File: src/rtl/seg_display_ctrl.sv
// Binary-to-BCD display controller: converts a 32-bit write into eight BCD digits
// by double-dabble, with saturation at 99_999_999 and a one-deep pending write.
module seg_display_ctrl (
  input  logic        clk_i,
  input  logic        rst_i,
  input  logic        wr_en_i,
  input  logic [31:0] wr_data_i,
  output logic        busy_o,
  output logic        done_o,
  output logic        ovf_o,
  output logic [6:0]  io_hex0_o,
  output logic [6:0]  io_hex1_o,
  output logic [6:0]  io_hex2_o,
  output logic [6:0]  io_hex3_o,
  output logic [6:0]  io_hex4_o,
  output logic [6:0]  io_hex5_o,
  output logic [6:0]  io_hex6_o,
  output logic [6:0]  io_hex7_o
);

  typedef enum logic [1:0] {IDLE, SHIFT, UPDATE} state_t;

  localparam logic [31:0] MAX_VAL = 32'd99_999_999;

  state_t      state;
  logic [63:0] sr;
  logic [63:0] sr_add;
  logic [63:0] sr_step;
  logic [5:0]  cnt;
  logic        pend_vld;
  logic [31:0] pend_data;
  logic        conv_ovf;

  // {overflow, saturated value}
  function automatic logic [32:0] saturate(input logic [31:0] v);
    if (v > MAX_VAL) return {1'b1, MAX_VAL};
    else             return {1'b0, v};
  endfunction

  always_comb begin
    sr_add = sr;
    for (int unsigned i = 0; i < 8; i++) begin
      if (sr[32 + 4*i +: 4] >= 4'd5)
        sr_add[32 + 4*i +: 4] = sr[32 + 4*i +: 4] + 4'd3;
    end
    sr_step = sr_add << 1;
  end

  always_ff @(posedge clk_i) begin
    if (rst_i) begin
      state     <= IDLE;
      sr        <= '0;
      cnt       <= '0;
      pend_vld  <= 1'b0;
      pend_data <= '0;
      conv_ovf  <= 1'b0;
      busy_o    <= 1'b0;
      done_o    <= 1'b0;
      ovf_o     <= 1'b0;
      io_hex0_o <= '0;
      io_hex1_o <= '0;
      io_hex2_o <= '0;
      io_hex3_o <= '0;
      io_hex4_o <= '0;
      io_hex5_o <= '0;
      io_hex6_o <= '0;
      io_hex7_o <= '0;
    end else begin
      done_o <= 1'b0;
      case (state)
        IDLE: begin
          if (wr_en_i) begin
            sr       <= {32'd0, saturate(wr_data_i)[31:0]};
            conv_ovf <= saturate(wr_data_i)[32];
            cnt      <= '0;
            busy_o   <= 1'b1;
            state    <= SHIFT;
          end
        end
        SHIFT: begin
          sr  <= sr_step;
          cnt <= cnt + 6'd1;
          if (wr_en_i) begin
            pend_vld  <= 1'b1;
            pend_data <= wr_data_i;
          end
          if (cnt == 6'd31) state <= UPDATE;
        end
        UPDATE: begin
          io_hex0_o <= {3'b000, sr[35:32]};
          io_hex1_o <= {3'b000, sr[39:36]};
          io_hex2_o <= {3'b000, sr[43:40]};
          io_hex3_o <= {3'b000, sr[47:44]};
          io_hex4_o <= {3'b000, sr[51:48]};
          io_hex5_o <= {3'b000, sr[55:52]};
          io_hex6_o <= {3'b000, sr[59:56]};
          io_hex7_o <= {3'b000, sr[63:60]};
          ovf_o     <= conv_ovf;
          done_o    <= 1'b1;
          cnt       <= '0;
          // Same-cycle write beats the pending one; either way pending is consumed
          if (wr_en_i) begin
            sr       <= {32'd0, saturate(wr_data_i)[31:0]};
            conv_ovf <= saturate(wr_data_i)[32];
            pend_vld <= 1'b0;
            state    <= SHIFT;
          end else if (pend_vld) begin
            sr       <= {32'd0, saturate(pend_data)[31:0]};
            conv_ovf <= saturate(pend_data)[32];
            pend_vld <= 1'b0;
            state    <= SHIFT;
          end else begin
            busy_o <= 1'b0;
            state  <= IDLE;
          end
        end
        default: state <= IDLE;
      endcase
    end
  end

endmodule

File: config.mk
export PLATFORM = sky130hd
export DESIGN_NAME = seg_display_ctrl
export DESIGN_NICKNAME = d
export VERILOG_FILES = /design/src/rtl/seg_display_ctrl.sv
export SDC_FILE = /design/constraint.sdc
export NUM_CORES = 1
export LEC_CHECK = 0
export CAP_MARGIN = 20
export CELL_PAD_IN_SITES_DETAIL_PLACEMENT = 1
export CELL_PAD_IN_SITES_GLOBAL_PLACEMENT = 1
export CORE_ASPECT_RATIO = 0.6
export CORE_UTILIZATION = 37
export DETAILED_ROUTE_END_ITERATION = 10
export GPL_TIMING_DRIVEN = 0
export PLACE_DENSITY_LB_ADDON = 0.1
export SETUP_SLACK_MARGIN = 0.05
export SLEW_MARGIN = 30
export SYNTH_ARGS = -nofsm -noshare
export SYNTH_HDL_FRONTEND = slang
export SYNTH_SLANG_ARGS = --single-unit
File: constraint.sdc
create_clock -name clk_i -period 1.75 [get_ports clk_i]
set_input_delay 0.175 -clock clk_i [delete_from_list [all_inputs] [get_ports clk_i]]
set_output_delay 0.175 -clock clk_i [all_outputs]
set_load 0.005 [all_outputs]
==> results of run 1 <==
per-layer routing:
| layer | GRT usage, % | up-vias | part of all wire [%] |
|---|---|---|---|
| li1 | - | 3100 | - |
| met1 | 37.5 | 3367 | 50 |
| met2 | 39.8 | 156 | 45 |
| met3 | 5.11 | 22 | 4.3 |
| met4 | 5.22 | 0 | 0.91 |
| met5 | 0 | - | 0 |
synth_stat cells (3+ instances only):
| master | instances |
|---|---|
| a211oi_1 | 7 |
| xnor2_1 | 8 |
| nor3_1 | 13 |
| mux2i_1 | 43 |
| a41oi_1 | 12 |
| a31oi_1 | 7 |
| inv_1 | 21 |
| dfxtp_1 | 141 |
| nand3b_1 | 4 |
| buf_1 | 4 |
| nand2_1 | 128 |
| or2_2 | 3 |
| o21ai_1 | 10 |
| nor2b_1 | 3 |
| buf_2 | 6 |
| a21oi_1 | 84 |
| nand2b_1 | 19 |
| clkbuf_1 | 41 |
| buf_4 | 25 |
| o21ai_0 | 40 |
| nand3_1 | 42 |
| and2_1 | 5 |
| nor2_1 | 66 |
| o21bai_1 | 19 |
| and3_1 | 3 |
| a22oi_1 | 16 |
| ha_1 | 21 |
area by class of cell:
type	instances	area, um^2
Clock inverter	12	136
Sequential cell	141	2830
Inverter	21	90.1
Tap cell	234	293
Multi-Input combinational cell	608	3910
Fill cell	2041	8140
Clock buffer	20	447
Timing Repair Buffer	104	992
Buffer	73	571
report_power, final:
group / internal, mW / leakage (nW) / total (mW) / switching (mW)
combinational: 1.91 / 1.95 / 4.47 / 2.56
clock: 2.15 / 0.277 / 3.66 / 1.51
sequential: 3.65 / 1.15 / 4.00 / 0.351
total: 7.71 / 3.37 / 12.1 / 4.42
registers in the layout (all words and copies together) (netlist names):
signal     count
io_hex3_o      4
state          2
done_o         1
busy_o         1
io_hex2_o      4
ovf_o          1
conv_ovf       1
io_hex5_o      4
sr            64
io_hex1_o      4
pend_vld       1
pend_data     32
io_hex4_o      4
cnt            6
io_hex0_o      4
io_hex6_o      4
io_hex7_o      4
layout by cell type, fill, tap and decap left out, types with 6 or more instances in the layout:
cell type	count
dfxtp_1	138
nand2_1	125
a21oi_1	73
clkdlybuf4s50_1	67
nor2_1	64
buf_4	50
mux2i_1	43
nand3_1	33
o21ai_0	25
conb_1	24
o21bai_1	19
clkbuf_1	18
inv_1	17
nand2b_1	17
ha_1	17
clkbuf_16	17
buf_6	16
o21ai_1	15
a41oi_1	11
nor3_1	11
a21oi_2	10
o21ai_2	9
a22oi_1	9
nand3_2	8
xnor2_1	8
buf_8	7
a22oi_2	7
a31oi_1	6
worst max-delay path by stage:
stage	from	endpoint	slack (ns)	cells after the start
final	pend_data[9]	sr[19]	-0.24	6
after global routing	pend_data[9]	sr[0]	-0.27	6
after CTS	pend_data[9]	sr[0]	-0.20	6
after detailed placement	wr_data_i[31]	sr[4]	-0.68	7
after global placement	wr_data_i[9]	sr[5]	-0.65	7
after floorplan	pend_data[9]	sr[0]	-0.05	6
critical path: stages (launching register included):
cell      delay [ns]
dfxtp_2         0.32
or4_4           0.54
o211a_4         0.27
o22ai_4         0.31
buf_6           0.16
nand3_2         0.09
a211oi_2        0.20
cell families after synthesis:
group / after synthesis
xor gates and xnor gates: 8
buffers and inverters: 98
DFF: 141
other: 1
and+or+nand+nor: 297
AOI/OAI and AO/OA: 214
adders and majority gates: 21
muxes: 43
metrics by stage:
step           utilization (%)  setup TNS (ns)
2_1_floorplan                -          -0.183
3_3_place_gp              45.1          -45.91
3_5_place_dp              45.1          -53.02
4_1_cts                   51.6           -3.36
5_1_grt                   53.2           -5.27
6_report                  53.2           -3.97
repair_timing:
action,in CTS,in global routing
setup endpoints to repair,133,97
buffers inserted,24,10
pin swaps,25,18
gates resized for setup,107,69
cloned,4,0
==> impl_metrics.ini, run 1 <==
[power_and_ir_drop]
power_mw = 12.1
leakagePower_nw = 3.37
powerDensity_nw_per_um2 = 1310
ir_drop_uv = 701

[setup_path]
cp_max_fo = 7
arrival_ns = 2.33
timing.rr.end = sr[19]
r2r_cells = 6
critPathKind = reg -> reg
endpoint_kind = flop
worst-r2r-setup-slack_ns = -0.24
worst-endpoint-required_ns = 2.08
worst_setup_path_start_kind = flop
timing.rr.start = pend_data[9]

[detailed_routing]
drc_errors = 0
ant_nets = 0
avgViaCountPerCell = 5.48
initialDrtViolationCount = 448
dr.pass1.iters = 5
vias = 6645
wl_per_cell_um = 19.7
routed_wl_um = 23900

[place]
place.gp.congestion = 0.838
dp_hpwl_um = 16600
placed_cell_area_um2 = 7850
dp.cells = 1148
portBuffers = 68
dp_slack_ns = -0.682

[logic_synthesis]
synth-warning-count = 0
muxShareOfSynthArea_pct = 6.43
async_flop_share_pct = 0
yosys_most_used_dff = dfxtp_1
synth.top_cell.area_share_pct = 42.2
synth_top_family_by_area = simple AND/OR/NAND/NOR gates
synth_edf_count = 0
synth_xor_area_share_pct = 1.05
synthSimpleGateAreaFrac_pct = 19.7
synth_cells = 823
netlist-cell-type-count = 50
avgSynthCellArea_um2 = 8.14
ys_ff_latch = 141
synthTopCellsByArea = dfxtp_1 (42%), nand2_1 (7.2%), mux2i_1 (6.4%)
synth_compound_area_share_pct = 19.5
synthesis.area_um2 = 6700
synth_fa_ha_area_share_pct = 3.92
yosysSeqAreaShare_pct = 42.2
yosysTopAreaCell = dfxtp_1

[global_routing]
grt_pass1_wl_um = 37400
antenna_found_initial = 0
grt_pass1_vias = 6854
grt_usage_pct = 26.0
grt_max_degree = 17
grt-ovfl-total = 0

[sta]
max_freq_mhz = 502
hold_viol_final = 0
rsz0062_at_grt = true
finalSetupViolCount = 27
maxSlewViolCount = 0
whs_ns = 0.154
finClkSkew_ns = 0.0125
finalCritPeriodShare_pct = 114
worst_pin_slew_ns = 0.842
relSlewSlack_pct = 43.9
worst_slack_ns = -0.242
finalCriticalPeriod_ns = 1.99

[clocking]
htree_levels = 4
clockRootBuffer = clkbuf_16
clk_pin_slew_worst_paths_ns = 0.07
cts_tree = yes
clockBufferDepth = 2
worstSkewPairLatency_ns = 0.43
cts_sinks = 141
cts_made_buffers = 17
hold_buffers = 0

[final_layout]
drive_gt1_share_pct = 20.8
fin_area_um2 = 9270
fin_nets = 1022
instances_no_fill = 1213
antenna_cells = 0
synthToLayoutAreaGrowth_pct = 38.4

[die]
chipWidth_um = 176
dieArea_um2 = 18700
start_util_pct = 38.5
io_pins = 94
core_um2 = 17400
rows = 37
die_h_um = 106

[hold_path]
hold_class = in -> reg
worstHoldStart = wr_data_i[9]
hold_path_depth = 3
min_to = pend_data[9]

[run]
drv_cap = 0

[run_status]
violations = negative setup slack
status = finished with violations
Power figures use the tool's default switching activity.
==> inputs of run 2 (changes only) <==
--- a/config.mk
+++ b/config.mk
@@ -13,6 +13,7 @@
 export DETAILED_ROUTE_END_ITERATION = 10
 export GPL_TIMING_DRIVEN = 0
 export PLACE_DENSITY_LB_ADDON = 0.1
+export REMOVE_ABC_BUFFERS = 1
 export SETUP_SLACK_MARGIN = 0.05
 export SLEW_MARGIN = 30
 export SYNTH_ARGS = -nofsm -noshare
==> run 2 against run 1 <==
The flow still finishes with violations (negative setup slack). Clock-buffer cell count up 5. Highest routed layer unchanged. Setup slack got worse by 0.020 ns. Sequential power about the same. Largest cell class unchanged. Routed wire length increased by 4.8%.
==> impl_metrics.ini, run 2 (same netlist as run 1, synthesis figures left out) <==
[power_and_ir_drop]
p_clk_share_pct = 28.6
intPower_mw = 8.10
power_mw = 12.7
ir_drop_uv = 668
powerDensity_nw_per_um2 = 1340
pwr-share-comb_pct = 39.9
seqPwrFrac_pct = 31.5
p_switching_mw = 4.64
leakagePower_nw = 3.40
p_sw_share_pct = 36.4

[final_layout]
layout_commonest_cell = dfxtp_1
largest_register_ffs = 64
largest_register = sr
layout_common_cells = dfxtp_1 (137), nand2_1 (115), clkdlybuf4s50_1 (65)
synthToLayoutAreaGrowth_pct = 41.6
fin_area_um2 = 9480
antenna_cells = 0
reg_top3 = sr x64, pend_data x32, cnt x6
fin_nets = 978
drive_gt1_share_pct = 23.7

[detailed_routing]
ant_nets = 0
vias = 6631
avgViaCountPerCell = 5.68
routed_wl_um = 25100
wl_per_cell_um = 21.5
drc_errors = 0
dr.pass1.iters = 7
initialDrtViolationCount = 408

[sta]
finClkSkew_ns = 0.00874
finalSetupViolCount = 62
max_freq_mhz = 497
finalCriticalPeriod_ns = 2.01
rsz0062_at_grt = true
hold_viol_final = 0
worst_slack_ns = -0.262
worst_pin_slew_ns = 1.01
maxSlewViolCount = 0
tns_ns = -5.99
finalCritPeriodShare_pct = 115
relSlewSlack_pct = 32.8

[clocking]
cts_sinks = 141
cts_tree = yes
clockRootBuffer = clkbuf_16
clockBufferDepth = 2
hold_buffers = 0
worstSkewPairLatency_ns = 0.43
cts_made_buffers = 17
htree_levels = 4
clk_pin_slew_worst_paths_ns = 0.06

[die]
chipWidth_um = 176
dieArea_um2 = 18700
core_um2 = 17400
die_h_um = 106
io_pins = 94
rows = 37
start_util_pct = 38.5

[global_routing]
grt_pass1_wl_um = 34900
grt_pass1_vias = 6411
antenna_found_initial = 0
grt-ovfl-total = 0
grt_max_degree = 100
grt_usage_pct = 23.9

[setup_path]
timing.rr.start = pend_data[10]
worst-endpoint-required_ns = 2.09
worst_setup_path_start_kind = flop
worst-r2r-setup-slack_ns = -0.26
cp_max_fo = 4
r2r_cells = 6
arrival_ns = 2.35
critPathKind = reg -> reg
endpoint_kind = flop
timing.rr.end = sr[25]

[hold_path]
hold_path_depth = 2
min_to = pend_data[6]
hold_class = in -> reg
worstHoldStart = rst_i

[run_status]
status = finished with violations
violations = negative setup slack

[run]
drv_cap = 0

[place]
placed_cell_area_um2 = 7590
dp_slack_ns = -0.952
dp_hpwl_um = 12700
portBuffers = 69
place.gp.congestion = 0.778
run 2: cell types whose count changed in the layout (fill, tap and decap cells not counted), moves of 7 or more:
| cell | before | now |
|---|---|---|
| nand3_1 | 33 | 26 |
| buf_6 | 16 | 7 |
| a21oi_1 | 73 | 59 |
| a21oi_2 | 10 | 24 |
| a22oi_1 | 9 | 0 |
| nand2_4 | 0 | 7 |
| buf_4 | 50 | 30 |
| clkbuf_1 | 18 | 4 |
| buf_12 | 1 | 10 |
| nand2_1 | 125 | 115 |
| a22oi_2 | 7 | 16 |
run 2: worst max-delay path, cell delays in order (launching register included):
cell and delay [ns]:
dfxtp_2 0.33, or4_4 0.54, o211a_4 0.29, o22ai_4 0.28, buf_6 0.15, nand3_2 0.11
a31oi_1 0.22
run 2: what timing repair did:
item,CTS,global route
setup endpoints to repair,100,100
resized for setup,64,126
cloned,6,7
hold endpoints to repair,0,0
setup buffers,24,20
pin swaps,24,49
run 2: how the worst max path moves through the flow:
stage | to | slack [ns] | start
3_5_place_dp | sr[55] | -0.95 | state[1]
5_1_grt | sr[25] | -0.29 | pend_data[10]
6_report | sr[25] | -0.26 | pend_data[10]
3_3_place_gp | sr[7] | -3.51 | state[0]
4_1_cts | sr[0] | -0.13 | pend_data[9]
2_1_floorplan | sr[21] | -1.81 | state[0]
run 2: power by group through the flow:
stage | sequential (mW) | combinational, mW | clock [mW]
2_1_floorplan | 3.89 | 1.72 | 0
3_3_place_gp | 3.93 | 2.54 | 0
3_5_place_dp | 3.98 | 2.97 | 0
4_1_cts | 3.95 | 3.94 | 3.67
5_1_grt | 4.04 | 5.32 | 3.84
6_report | 4.01 | 5.08 | 3.65
run 2: layer usage:
metal | track usage [%] | vias to the layer above | wire (um)
met5 | 0 | - | 0
met4 | 7.95 | 0 | 554
met3 | 4.65 | 46 | 1610
met2 | 38.2 | 255 | 11500
met1 | 32.2 | 3308 | 11400
li1 | - | 3022 | -
run 2: final cells by class:
type / count / area (um^2)
Clock inverter: 6 / 83.8
Clock buffer: 25 / 495
Multi-Input combinational cell: 613 / 4230
Sequential cell: 141 / 2830
Tap cell: 234 / 293
Inverter: 21 / 90.1
Timing Repair Buffer: 128 / 1460
Fill cell: 1970 / 7930
run 2: per-stage QoR:
step,util (%),hold WS (ns),std cells
5_1_grt,54.5,0.106,1168
2_1_floorplan,-,0.242,769
4_1_cts,50.2,0.0842,1142
6_report,54.5,0.101,1168
3_3_place_gp,42.3,0.441,1072
3_5_place_dp,43.6,0.451,1081
==> inputs of run 3 (changes only) <==
--- a/config.mk
+++ b/config.mk
@@ -9,12 +9,13 @@
 export CELL_PAD_IN_SITES_DETAIL_PLACEMENT = 1
 export CELL_PAD_IN_SITES_GLOBAL_PLACEMENT = 1
 export CORE_ASPECT_RATIO = 0.6
-export CORE_UTILIZATION = 37
+export CORE_UTILIZATION = 41
+export CTS_BUF_LIST = sky130_fd_sc_hd__clkbuf_4 sky130_fd_sc_hd__clkbuf_8 sky130_fd_sc_hd__clkbuf_16
 export DETAILED_ROUTE_END_ITERATION = 10
 export GPL_TIMING_DRIVEN = 0
 export PLACE_DENSITY_LB_ADDON = 0.1
 export REMOVE_ABC_BUFFERS = 1
-export SETUP_SLACK_MARGIN = 0.05
+export SETUP_SLACK_MARGIN = 0.02
 export SLEW_MARGIN = 30
 export SYNTH_ARGS = -nofsm -noshare
 export SYNTH_HDL_FRONTEND = slang
==> constraint.sdc (replaced) <==
create_clock -name clk_i -period 2.2 [get_ports clk_i]
set_input_delay 0.22 -clock clk_i [delete_from_list [all_inputs] [get_ports clk_i]]
set_output_delay 0.22 -clock clk_i [all_outputs]
set_load 0.005 [all_outputs]
==> run 3 against run 2 <==
The run now ends clean. Register-to-register slack better by 0.26 ns. Setup slack gained 0.26 ns. Clock skew grew 0.0023 ns. Total power fell by 29%. Sequential power down 22%. Routed wire length fell by 17%. Via count down 7.4%. Global-route usage rose by 1.2 points. Sequential share of layout area up 3.9 points. Flip-flop and latch count stayed put. Critical path depth did not move. Fmax is 8.6% lower.
==> impl_metrics.ini, run 3 (same netlist as run 1, synthesis figures left out) <==
[run_status]
status = finished, final reports clean

[setup_path]
arrival_ns = 2.51
endpoint_kind = flop
cp_max_fo = 12
worst-endpoint-required_ns = 2.51
worst_setup_path_start_kind = flop
critPathKind = reg -> reg
r2r_cells = 6

[die]
rows = 35
core_um2 = 15600
dieArea_um2 = 16900
io_pins = 94
start_util_pct = 42.8
chipWidth_um = 167
die_h_um = 101

[place]
dp_slack_ns = -0.843
portBuffers = 69
dp_hpwl_um = 12700
place.gp.congestion = 0.828

[sta]
maxSlewViolCount = 0
finalCritPeriodShare_pct = 100
worst_slack_ns = 0.000374
max_freq_mhz = 455
whs_ns = 0.239
finClkSkew_ns = 0.0110
hold_viol_final = 0
relSlewSlack_pct = 49.4
rsz0062_at_grt = true
finalCriticalPeriod_ns = 2.20
finalSetupViolCount = 0
worst_pin_slew_ns = 0.759
tns_ns = 0

[global_routing]
grt_usage_pct = 25.1
grt-busiest-layer = met2
grt_pass1_wl_um = 33300
grt_pass1_vias = 6329
grt-ovfl-total = 0
grt_max_degree = 74
use_met2_pct = 42.0
use_met3_pct = 4.40
grtUsageMet1_pct = 33.0
antenna_found_initial = 0

[power_and_ir_drop]
p_sw_share_pct = 34.0
p_clk_share_pct = 34.7
ir_drop_uv = 541
seqPwrFrac_pct = 34.9
pwr-share-comb_pct = 30.4
intPower_mw = 5.93
powerDensity_nw_per_um2 = 1070
leakagePower_nw = 2.99
p_switching_mw = 3.06

[final_layout]
reg_top3 = sr x64, pend_data x32, cnt x6
drive_gt1_share_pct = 8.57
fin_nets = 931
largest_register_ffs = 64
layout_commonest_cell = dfxtp_1
synthToLayoutAreaGrowth_pct = 24.9
antenna_cells = 0
layout_common_cells = dfxtp_1 (141), nand2_1 (126), a21oi_1 (83)
largest_register = sr

[clocking]
worstSkewPairLatency_ns = 0.42
clk_pin_slew_worst_paths_ns = 0.06
clockBufferDepth = 2
htree_levels = 4
clockRootBuffer = clkbuf_16
cts_tree = yes
cts_made_buffers = 17
cts_sinks = 141

[detailed_routing]
initialDrtViolationCount = 270
avgViaCountPerCell = 5.63
wl_per_cell_um = 19.2
vias = 6141
drc_errors = 0
dr.pass1.iters = 5
ant_nets = 0
routed_wl_um = 20900

[run]
drv_cap = 0

[hold_path]
hold_class = in -> reg
hold_path_depth = 2
==> run 3: cell types whose count changed in the layout (fill, tap and decap cells not counted), moves of 11 or more <==
cell	before	now
nand3_2	13	0
a22oi_2	16	0
nand3_1	26	42
nand2_1	115	126
a21oi_2	24	0
o21ai_0	27	40
buf_4	30	6
a21oi_1	59	83
a22oi_1	0	16
==> run 3: path summary, 6_finish.rpt <==
kind,startpoint,end,slack (ns)
setup reg to reg,state[1],sr[24],0.0004
hold / removal,rst_i,pend_data[5],0.24
setup / recovery,state[1],sr[24],0.0004
hold reg to reg,sr[28],sr[28],0.46
==> run 3: area by class of cell <==
type,instances,area [um^2]
repair buffers,84,943
fillers,1816,7270
multi-input cells,610,3620
inverters,21,82.6
clock buffers,21,474
flip-flops and latches,141,2820
well taps,203,254
clock inverters,10,163
==> run 3: power groups by stage <==
stage / registers, mW / logic, mW / clock network, mW
after floorplan: 3.09 / 1.37 / 0
after global placement: 3.14 / 2.03 / 0
after detailed placement: 3.17 / 2.34 / 0
after CTS: 3.13 / 2.56 / 3.15
after global routing: 3.17 / 2.92 / 3.27
final: 3.14 / 2.73 / 3.11
==> run 3: repair_timing <==
action / CTS / global route
hold buffers: 0 / 0
resized for setup: 13 / 7
pin swaps: 4 / 3
setup buffers: 3 / 3
endpoints found under the setup margin: 63 / 53
cloned: 3 / 1
==> run 3: metrics by stage <==
stage	util [%]	cells	total power [mW]	area (um^2)
after CTS	53.0	1086	8.84	8280
after global routing	53.5	1090	9.37	8360
final	53.5	1090	8.99	8360
after global placement	46.9	1041	5.17	7330
after floorplan	-	769	4.46	6380
after detailed placement	48.2	1049	5.51	7540
==> run 3: routing by layer <==
layer  wire [um]  vias up  share of wire, %
li1            -     2923                 -
met4         241        0               1.2
met2        9690      157                46
met3         831       25               4.0
met1       10100     3036                48
met5           0        -                 0
==> run 3: critical path: stages (launching register included) <==
cell	delay, ns
dfxtp_1	0.41
inv_1	0.11
ha_2	0.44
nor2b_2	0.36
and2_4	0.33
o21ai_0	0.13
a311oi_1	0.32
